===== config.mk =====
export PLATFORM = sky130hd
export DESIGN_NAME = neg_abs_unit
export DESIGN_NICKNAME = d
export VERILOG_FILES = /design/src/rtl/neg_abs_unit.sv
export SDC_FILE = /design/constraint.sdc
export NUM_CORES = 1
export LEC_CHECK = 0
export BUFFER_PORTS_ARGS = -buffer_cell sky130_fd_sc_hd__buf_2
export CORE_UTILIZATION = 55
export DETAILED_ROUTE_END_ITERATION = 16
export PLACE_DENSITY = 0.78
export SYNTH_ARGS = -nofsm -noshare
export SYNTH_HDL_FRONTEND = slang
export SYNTH_SLANG_ARGS = --single-unit

===== constraint.sdc =====
create_clock -name clk -period 9.4 [get_ports clk]
set_clock_uncertainty 0.2 [all_clocks]
set_input_delay 0.47 -clock clk [delete_from_list [all_inputs] [get_ports clk]]
set_output_delay 0.47 -clock clk [all_outputs]
set_load 0.02 [all_outputs]

===== src/rtl/neg_abs_unit.sv =====
// neg_abs_unit: digit-serial two's-complement pass/negate/abs/nabs with overflow and zero flags
module neg_abs_unit #(
    parameter int WIDTH = 32,
    parameter int DIGIT = 8
) (
    input  logic             clk,
    input  logic             reset,
    input  logic             in_valid,
    output logic             in_ready,
    input  logic [WIDTH-1:0] in_data,
    input  logic [1:0]       in_mode,
    output logic             out_valid,
    input  logic             out_ready,
    output logic [WIDTH-1:0] out_data,
    output logic             out_ovf,
    output logic             out_zero
);
    localparam int N = WIDTH / DIGIT;
    localparam int CW = N > 1 ? $clog2(N) : 1;
    localparam logic [WIDTH-1:0] MIN_VAL = {1'b1, {(WIDTH-1){1'b0}}};
    typedef enum logic [1:0] {IDLE, BUSY, DONE} state_t;
    state_t state, state_n;
    logic [WIDTH-1:0] a_r, res, res_n;
    logic [CW-1:0] cnt;
    logic neg, carry, ovf, neg_in, last;
    logic [DIGIT-1:0] digit;
    logic [DIGIT:0] sum;
    always_comb begin
        neg_in = (in_mode == 2'd1) | (in_mode == 2'd2 & in_data[WIDTH-1]) | (in_mode == 2'd3 & ~in_data[WIDTH-1]);
        digit = a_r[cnt*DIGIT +: DIGIT];
        sum = {1'b0, neg ? ~digit : digit} + {{DIGIT{1'b0}}, carry};
        res_n = res;
        res_n[cnt*DIGIT +: DIGIT] = sum[DIGIT-1:0];
        last = cnt == CW'(N - 1);
        in_ready = state == IDLE && !reset;
        out_valid = state == DONE;
        state_n = state == IDLE ? (in_valid && in_ready ? BUSY : IDLE) :
                  state == BUSY ? (last ? DONE : BUSY) :
                  state == DONE ? (out_ready ? IDLE : DONE) : IDLE;
    end
    always_ff @(posedge clk) begin
        if (reset) begin
            state <= IDLE;
            a_r <= '0;
            res <= '0;
            cnt <= '0;
            neg <= 1'b0;
            carry <= 1'b0;
            ovf <= 1'b0;
            out_data <= '0;
            out_ovf <= 1'b0;
            out_zero <= 1'b0;
        end else begin
            state <= state_n;
            if (state == IDLE && in_valid) begin
                a_r <= in_data;
                cnt <= '0;
                neg <= neg_in;
                carry <= neg_in;
                ovf <= neg_in && in_data == MIN_VAL;
            end
            if (state == BUSY) begin
                res <= res_n;
                carry <= sum[DIGIT];
                cnt <= cnt + 1'b1;
                // outputs load only on DONE entry so they stay put through the next BUSY
                if (last) begin
                    out_data <= res_n;
                    out_ovf <= ovf;
                    out_zero <= res_n == '0;
                end
            end
        end
    end
endmodule


# Word-level counts from Yosys, hierarchy flattened

Cells that the tools add are included.
W data, S select, Z words.

Input port bits: 38
Logic and storage cells: 50
Register bits: 105
Output and inout port bits: 36

Shift operators: 3
Equality and inequality tests: 7
Multiplexer cells: 12
Bitwise operators: 6
$add $sub $neg: 3
Reductions and logical operators: 9

Operators with widths:

| kind                      | count |
|---|---|
| $neg A5 Y34               | 1 |
| $shift A8 B34 Y32 const A | 1 |
| $shiftx A8 B34 Y32        | 1 |
| $bwmux W32                | 1 |
| $eq A32 B32 Y1 const B    | 1 |
| $logic_not A32 Y1         | 1 |
| $shiftx A32 B6 Y8         | 1 |
| $mux W2                   | 7 |
| $add A8 B1 Y9             | 1 |
| $eq A2 B2 Y1 const B      | 4 |
| $mux W8                   | 1 |
| $not A8 Y8                | 1 |
| $eq A2 B1 Y1 const B      | 2 |
| $logic_and A1 B1 Y1       | 4 |
| $mux W1                   | 3 |
| $add A2 B1 Y2 const B     | 1 |
| $and A1 B1 Y1             | 2 |
| $logic_not A2 Y1          | 1 |
| $or A1 B1 Y1              | 2 |
| $reduce_and A2 Y1         | 1 |
| $reduce_bool A2 Y1        | 1 |
| $logic_not A1 Y1          | 1 |
| $not A1 Y1                | 1 |

# Depth between registers and ports, before layout

Gate-level depths: netlist of the first run.

Depth in word-level cells: 7
Mapped depth: 11
Gate-level depth less buffers: 10

# Worst setup path after synthesis of the first run

OpenSTA, ideal clock, no wires.

Path kind: register to register
Start: register cnt[0]
End: register out_zero
Path slack: 5.993 ns
Clock period less this slack: 3.407 ns
Library setup time: 0.087 ns
Cell stages (with the launch flop): 11
Required time: 9.113 ns
Data arrival time: 3.120 ns
Buffers on the path: 1
Path through: dfxtp_1 buf_1 mux4_2 xor2_1 ha_1 ha_1 or4b_1 a22oi_2 xnor2_1 o41a_1 o31ai_1

Cells in the longest elaborated chain, start to end: 7
Elaborated cells on any way between the ends: 11
Classes of those cells: add/sub: 2; eq/ne: 1; shift: 3; mux: 2; bitwise: 1; reduce/logical: 2

RTL lines:

| item                   | line | text |
|---|---|---|
| from (decl)            | 24   | `logic [CW-1:0] cnt;` |
| from (signal assigned) | 65   | `cnt <= cnt + 1'b1;` |
| $shiftx A32 B6 Y8      | 30   | `digit = a_r[cnt*DIGIT +: DIGIT];` |
| $not A8 Y8             | 31   | `sum = {1'b0, neg ? ~digit : digit} + {{DIGIT{1'b0}}, carry};` |
| $mux W8                | 31   |  |
| $add A8 B1 Y9          | 31   |  |
| $shiftx A8 B34 Y32     | 33   | `res_n[cnt*DIGIT +: DIGIT] = sum[DIGIT-1:0];` |
| $bwmux W32             | 33   |  |
| $logic_not A32 Y1      | 70   | `out_zero <= res_n == '0;` |
| to (signal assigned)   | 52   | `out_zero <= 1'b0;` |
| to (signal assigned)   | 70   |  |
| to (decl)              | 16   | `output logic out_zero` |

Parallel ways exist; a longest one is shown, timed or not.
A chain may end at the register's enable or synchronous reset.

# Final worst setup path of the first run

Start: register cnt[1]
End: register out_zero

Same word-level chain as after synthesis.

==> impl_metrics.ini, run 1 <==
[logic_synthesis]
synth-main-ff-cell = dfxtp_1
syn_area_mm2 = 0.00462
yosysSeqAreaShare = 0.455
synthArstFlopShare = 0
ys_types = 43
synth_edf_count = 0
ys_warn_count = 0
yosysMostFrequentCell = dfxtp_1
post-synth-top-area-cell = dfxtp_1
synth_top_area_share = 0.455
synth-seq-cells = 105
syn_area_per_cell_um2 = 8.57
synth_cells = 539
yosys-top-cells-area = dfxtp_1 (46%), a211oi_1 (7.5%), nand2_1 (6.5%), nor2_1 (6.1%), a21oi_1 (4.9%)
ys_top_cells_by_count = dfxtp_1 (105), nand2_1 (80), nor2_1 (75), a211oi_1 (46), a21oi_1 (45)
syn_nets = 585

[worst_setup_path]
crit_slowest_cell = dfxtp_1
crit_arrival_ns = 3.99
critPathLaunchType = register
slowest_delay_ns = 0.72
cp_max_fo = 13
required_ns = 9.47
worstSetupPathType = register to register
crit_buf_inv = 0
path_cells = mux4_2, xor2_1, ha_1, or3b_1, nor4_1, mux2i_1, o21ai_1, o41a_1, o31ai_1
endpoint_kind = register
critical_path.top_delay_family = compound AO/OA/AOI/OAI gates

[power]
ir_drop_v = 0.0000960
p_int_mw = 0.625
seqPwrFrac = 0.547
swShare = 0.288
power_density_mw_per_mm2 = 168
p_clk_frac = 0.297
switchingPower_mw = 0.253
power.leakage_nw = 1.97
pwr-share-comb = 0.157

[final_layout]
fin_util = 0.638
drive_above_1_share = 0.185
nNetsFinal = 637
area_growth_pct = 12.9
diodes = 0
final_cell_area_mm2 = 0.00521
fillCellCount = 705

[routing]
vias = 4199
avgRoutedWirePerCell_um = 15.9
viasPerCell = 5.99
routed_wl_um = 11200
first_iter_violations = 364
drc = 0
ant_nets = 0
firstDrtPassIters = 6

[clocking]
tritoncts = built
ctsHtreeMaxLevel = 3
path_clk_slew_ns = 0.09
clock_latency_ns = 0.36
cts_made_buffers = 9
clockRootBuffer = clkbuf_8
holdBufCountCts = 0
post_cts_resized = 0
clockBufferDepth = 2
cts_sinks = 105
postCtsSetupBuffers = 0

[global_routing]
grt_start_max_net_pins = 64
grt-ovfl-total = 0
grt_pass1_wl_um = 18300
first_global_vias = 3704
antenna_found_initial = 0
track_usage = 0.268

[flow_run]
cap_violations = 0

[floorplan]
start_util = 0.565
rows = 33
die_area_mm2 = 0.00877
dieHeight_um = 93.6
die_x_um = 93.6
io_pins = 74
core_area_mm2 = 0.00818

[timing]
fmax_ghz = 0.255
slew_viol_final = 0
hold_viol_final = 0
fin_crit_sh = 0.417
worst_slew_margin_rel = 0.247
layout_setup_ws_ns = 5.48
min_period_ns = 3.92
setup_viol = 0
rsz0062_at_grt = false
fin_tns_setup_ns = 0
worstMarginPinSlew_ns = 1.13

[placement]
place_hpwl_um = 7780
portBuffers = 73
post-place-ws_ns = 5.56
place_area_mm2 = 0.00503
gp_congestion = 0.938

[run_status]
status = complete, no violations

[hold_path]
hold_class = input pin to register
-- final timing paths --
path / from / endpoint / slack, ns / cells after the start
setup reg to reg: cnt[1]$_SDFFE_PP0P_ / out_zero$_SDFFE_PP0P_ / 5.48 / 9
hold / removal: in_data[23] / a_r[23]$_SDFFE_PP0P_ / 0.15 / 3
setup / recovery: cnt[1]$_SDFFE_PP0P_ / out_zero$_SDFFE_PP0P_ / 5.48 / 9
hold reg to reg: a_r[30]$_SDFFE_PP0P_ / a_r[30]$_SDFFE_PP0P_ / 0.26 / 2
-- state kept, by name, indices dropped and copies added (netlist names) --
register  count
out_ovf       1
out_zero      1
carry         1
a_r          32
res          32
neg           1
ovf           1
state         2
out_data     32
cnt           2
-- power by group through the flow --
stage | Sequential [mW] | Clock [mW] | Combinational (mW)
after detailed placement | 0.490 | 0 | 0.135
after global routing | 0.483 | 0.284 | 0.150
after global placement | 0.489 | 0 | 0.131
final | 0.480 | 0.261 | 0.137
after CTS | 0.479 | 0.264 | 0.136
after floorplan | 0.483 | 0 | 0.0989
-- cells in the final DEF (no fill, tap or decap), types with 5 or more instances in the layout --
cell type and count:
ha_1 8, buf_4 8, nand2_1 80, clkbuf_8 11, a21oi_1 45, nand4_1 5, o21ai_0 5, xnor2_1 6
nor3_1 14, dfxtp_1 105, a211oi_1 46, nor2b_1 7, nor2_1 75, buf_2 73, mux4_2 7, a32oi_1 10
a22oi_1 20, inv_1 6, a221oi_1 8, nor4_1 16
-- layer usage --
metal / global-route usage / wire length [µm] / vias to the layer above
met4: 0.108 / 350 / 0
met3: 0.0463 / 712 / 34
met5: 0 / 0 / -
li1: - / - / 2061
met1: 0.365 / 4990 / 1930
met2: 0.420 / 5110 / 174
-- per-stage QoR --
stage	total power [mW]	hold slack [ns]	instances
finish	0.878	0.152	701
global placement	0.620	0.242	685
CTS	0.880	0.143	701
global route	0.916	0.137	701
detailed placement	0.624	0.250	685
floorplan	0.582	0.232	539
-- logic make-up after synthesis --
kind of cell | Yosys count | share of synthesized area
compound gates | 144 | 0.213
xor+xnor | 10 | 0.0190
fa+ha+maj | 8 | 0.0217
buf+inv | 46 | 0.0390
flops | 105 | 0.455
mux | 9 | 0.0420
simple gates | 217 | 0.210
-- worst register-to-register path: stages, from the launching register on --
cell	delay, ns
dfxtp_1	0.72
mux4_2	0.59
xor2_1	0.15
ha_1	0.22
or3b_1	0.39
nor4_1	0.33
mux2i_1	0.25
o21ai_1	0.28
o41a_1	0.46
o31ai_1	0.25
-- layout make-up --
class	instances	area, µm²	share of cell area
clock buffer	12	155	0.0298
clock inverter	4	26.3	0.00504
inverter	6	22.5	0.00432
multi-input combinational	388	2350	0.451
sequential	105	2100	0.403
tap	105	131	0.0252
timing repair buffer	81	425	0.0816
Power figures use the tool's default switching activity.
==> run 2, diff against run 1 <==
- ABC_AREA: unset -> 1
- PLACE_DENSITY: 0.78 -> 0.77
- clock period: 9.4 -> 3.8 ns (I/O delays scaled with it)
==> impl_metrics.ini, run 2 <==
[timing]
whs_ns = 0.118
setup_viol = 0
rsz0062_at_grt = false
fmax_ghz = 0.295
fin_tns_setup_ns = 0
slew_viol_final = 0
fin_crit_sh = 0.892
worstMarginPinSlew_ns = 0.951
worst_slew_margin_rel = 0.365
hold_viol_final = 0
layout_setup_ws_ns = 0.409
min_period_ns = 3.39

[logic_synthesis]
synth-main-ff-cell = dfxtp_1
synth_top_area_share = 0.398
yosysSeqAreaShare = 0.398
ys_top_cells_by_count = nand2_1 (146), nor2_1 (119), inv_1 (110), dfxtp_1 (105), o21ai_0 (81)
synth-seq-cells = 105
ys_types = 35
syn_area_per_cell_um2 = 6.81
synthArstFlopShare = 0
ys_warn_count = 0
post-synth-top-area-cell = dfxtp_1
yosysMostFrequentCell = nand2_1
syn_nets = 821
syn_area_mm2 = 0.00528
synth_cells = 775
synth_edf_count = 0
yosys-top-cells-area = dfxtp_1 (40%), nand2_1 (10%), nor2_1 (8.5%), inv_1 (7.8%), o21ai_0 (7.7%)

[clocking]
clockBufferDepth = 2
clock_latency_ns = 0.38
path_clk_slew_ns = 0.11
cts_made_buffers = 9
post_cts_resized = 0
postCtsSetupBuffers = 0
cts_sinks = 105
ctsHtreeMaxLevel = 3
clockRootBuffer = clkbuf_8
tritoncts = built
holdBufCountCts = 33

[final_layout]
drive_above_1_share = 0.141
mostFrequentLayoutCells = nand2_1 (146), nor2_1 (118), inv_1 (110)
seqCellArea_mm2 = 0.00210
layout_commonest_cell = nand2_1
multi_input_area_mm2 = 0.00256
stdcell_count = 993
nNetsFinal = 905
area_growth_pct = 17.5
diodes = 0
fillCellCount = 844
biggestRegsByFlops = a_r (32), out_data (32), res (32)

[placement]
gp_congestion = 0.872
post-place-ws_ns = 0.477
portBuffers = 73
place_hpwl_um = 9590
dp.cells = 944

[worst_setup_path]
worst-path-stages = 21
cp_max_fo = 13
crit_buf_inv = 1
reg2reg_depth = 21
required_ns = 3.91
critPathMostFrequentCell = nor2_1
slowest_delay_ns = 0.70
crit_arrival_ns = 3.50
worstSetupPathType = register to register
endpoint_kind = register
ff2ff_setup_slack_ns = 0.41
crit_slowest_cell = dfxtp_1
path_cells = inv_4, o21ai_0, o22ai_1, xor2_1, ha_1, ha_1, nand3_1, o22ai_1, nor2_1, nand2_1, nor2_1, nand2_1, nor2_1, nand2_1, nor2_1, nand2_1, nor2_1, nand2_1, nor2_1, nand3_1, a21oi_2
critical_path.top_delay_family = simple AND/OR/NAND/NOR gates
critPathLaunchType = register

[floorplan]
io_pins = 74
die_x_um = 100
dieHeight_um = 100
rows = 35
start_util = 0.569
core_area_mm2 = 0.00928
die_area_mm2 = 0.0100

[global_routing]
grt-ovfl-total = 0
track_usage = 0.294
grt_start_max_net_pins = 46
grt_pass1_wl_um = 23500
first_global_vias = 4988
antenna_found_initial = 0

[run_status]
status = complete, no violations

[routing]
routed_wl_um = 14100
ant_nets = 0
avgRoutedWirePerCell_um = 14.2
viasPerCell = 5.37
vias = 5330
drc = 0
firstDrtPassIters = 6
first_iter_violations = 439

[power]
power_mw = 2.42
power_density_mw_per_mm2 = 389
ir_drop_v = 0.000253
power.leakage_nw = 3.19

[flow_run]
cap_violations = 0

[hold_path]
whs_path_depth = 5
hold_class = input pin to register
[run 2: cell count changes after synthesis, sizes merged, moves of 9 or more]
cell / delta
o211ai: +22
nor2: +49
a22oi: -21
a32oi: -10
nand2: +73
a211oi: -43
nand3: +44
nor3: -11
o21bai: +14
nand4: +9
a21oi: -27
nor4: -9
inv: +106
o21ai: +77
[run 2: metrics by stage]
step	util	area [µm²]
after global placement	0.611	5670
final	0.668	6210
after CTS	0.668	6210
after detailed placement	0.611	5670
after floorplan	-	5280
after global routing	0.668	6210
[run 2: layer usage]
metal,up-vias,part of all wire,track usage
met5,-,0,0
met4,0,0.021,0.104
met3,33,0.081,0.0675
met2,224,0.44,0.463
met1,2418,0.46,0.398
li1,2655,-,-
[run 2: worst min-delay path, stage by stage]
cell,delay [ns]
buf_2,0.09
xor2_1,0.12
inv_1,0.08
nand3_1,0.11
a21oi_1,0.07
[run 2: layout make-up]
type                    instances  share of cell area
multi-input cells             515               0.412
flip-flops and latches        105               0.339
repair buffers                113               0.121
inverters                     115              0.0700
well taps                     129              0.0260
clock buffers                  10              0.0222
clock inverters                 6              0.0105
[run 2: cell families (layout without fill, tap and decap cells)]
group | Yosys count | count (layout) | synth area share
buffers and inverters | 155 | 244 | 0.118
AOI/OAI and AO/OA | 155 | 155 | 0.172
adders and majority gates | 8 | 8 | 0.0190
and+or+nand+nor | 349 | 349 | 0.288
DFF | 105 | 105 | 0.398
xor gates and xnor gates | 3 | 3 | 0.00498
[run 2: worst paths after layout]
path	start	endpoint
max	cnt[1]$_SDFFE_PP0P_	out_zero$_SDFFE_PP0P_
min	in_mode[0]	ovf$_SDFFE_PP0P_
max reg2reg	cnt[1]$_SDFFE_PP0P_	out_zero$_SDFFE_PP0P_
min reg2reg	out_zero$_SDFFE_PP0P_	out_zero$_SDFFE_PP0P_
[run 2: where the power goes]
part / total, mW / switching [mW] / internal [mW]
registers: 1.21 / 0.0402 / 1.17
clock network: 0.701 / 0.423 / 0.277
logic: 0.509 / 0.337 / 0.172
total: 2.42 / 0.801 / 1.62
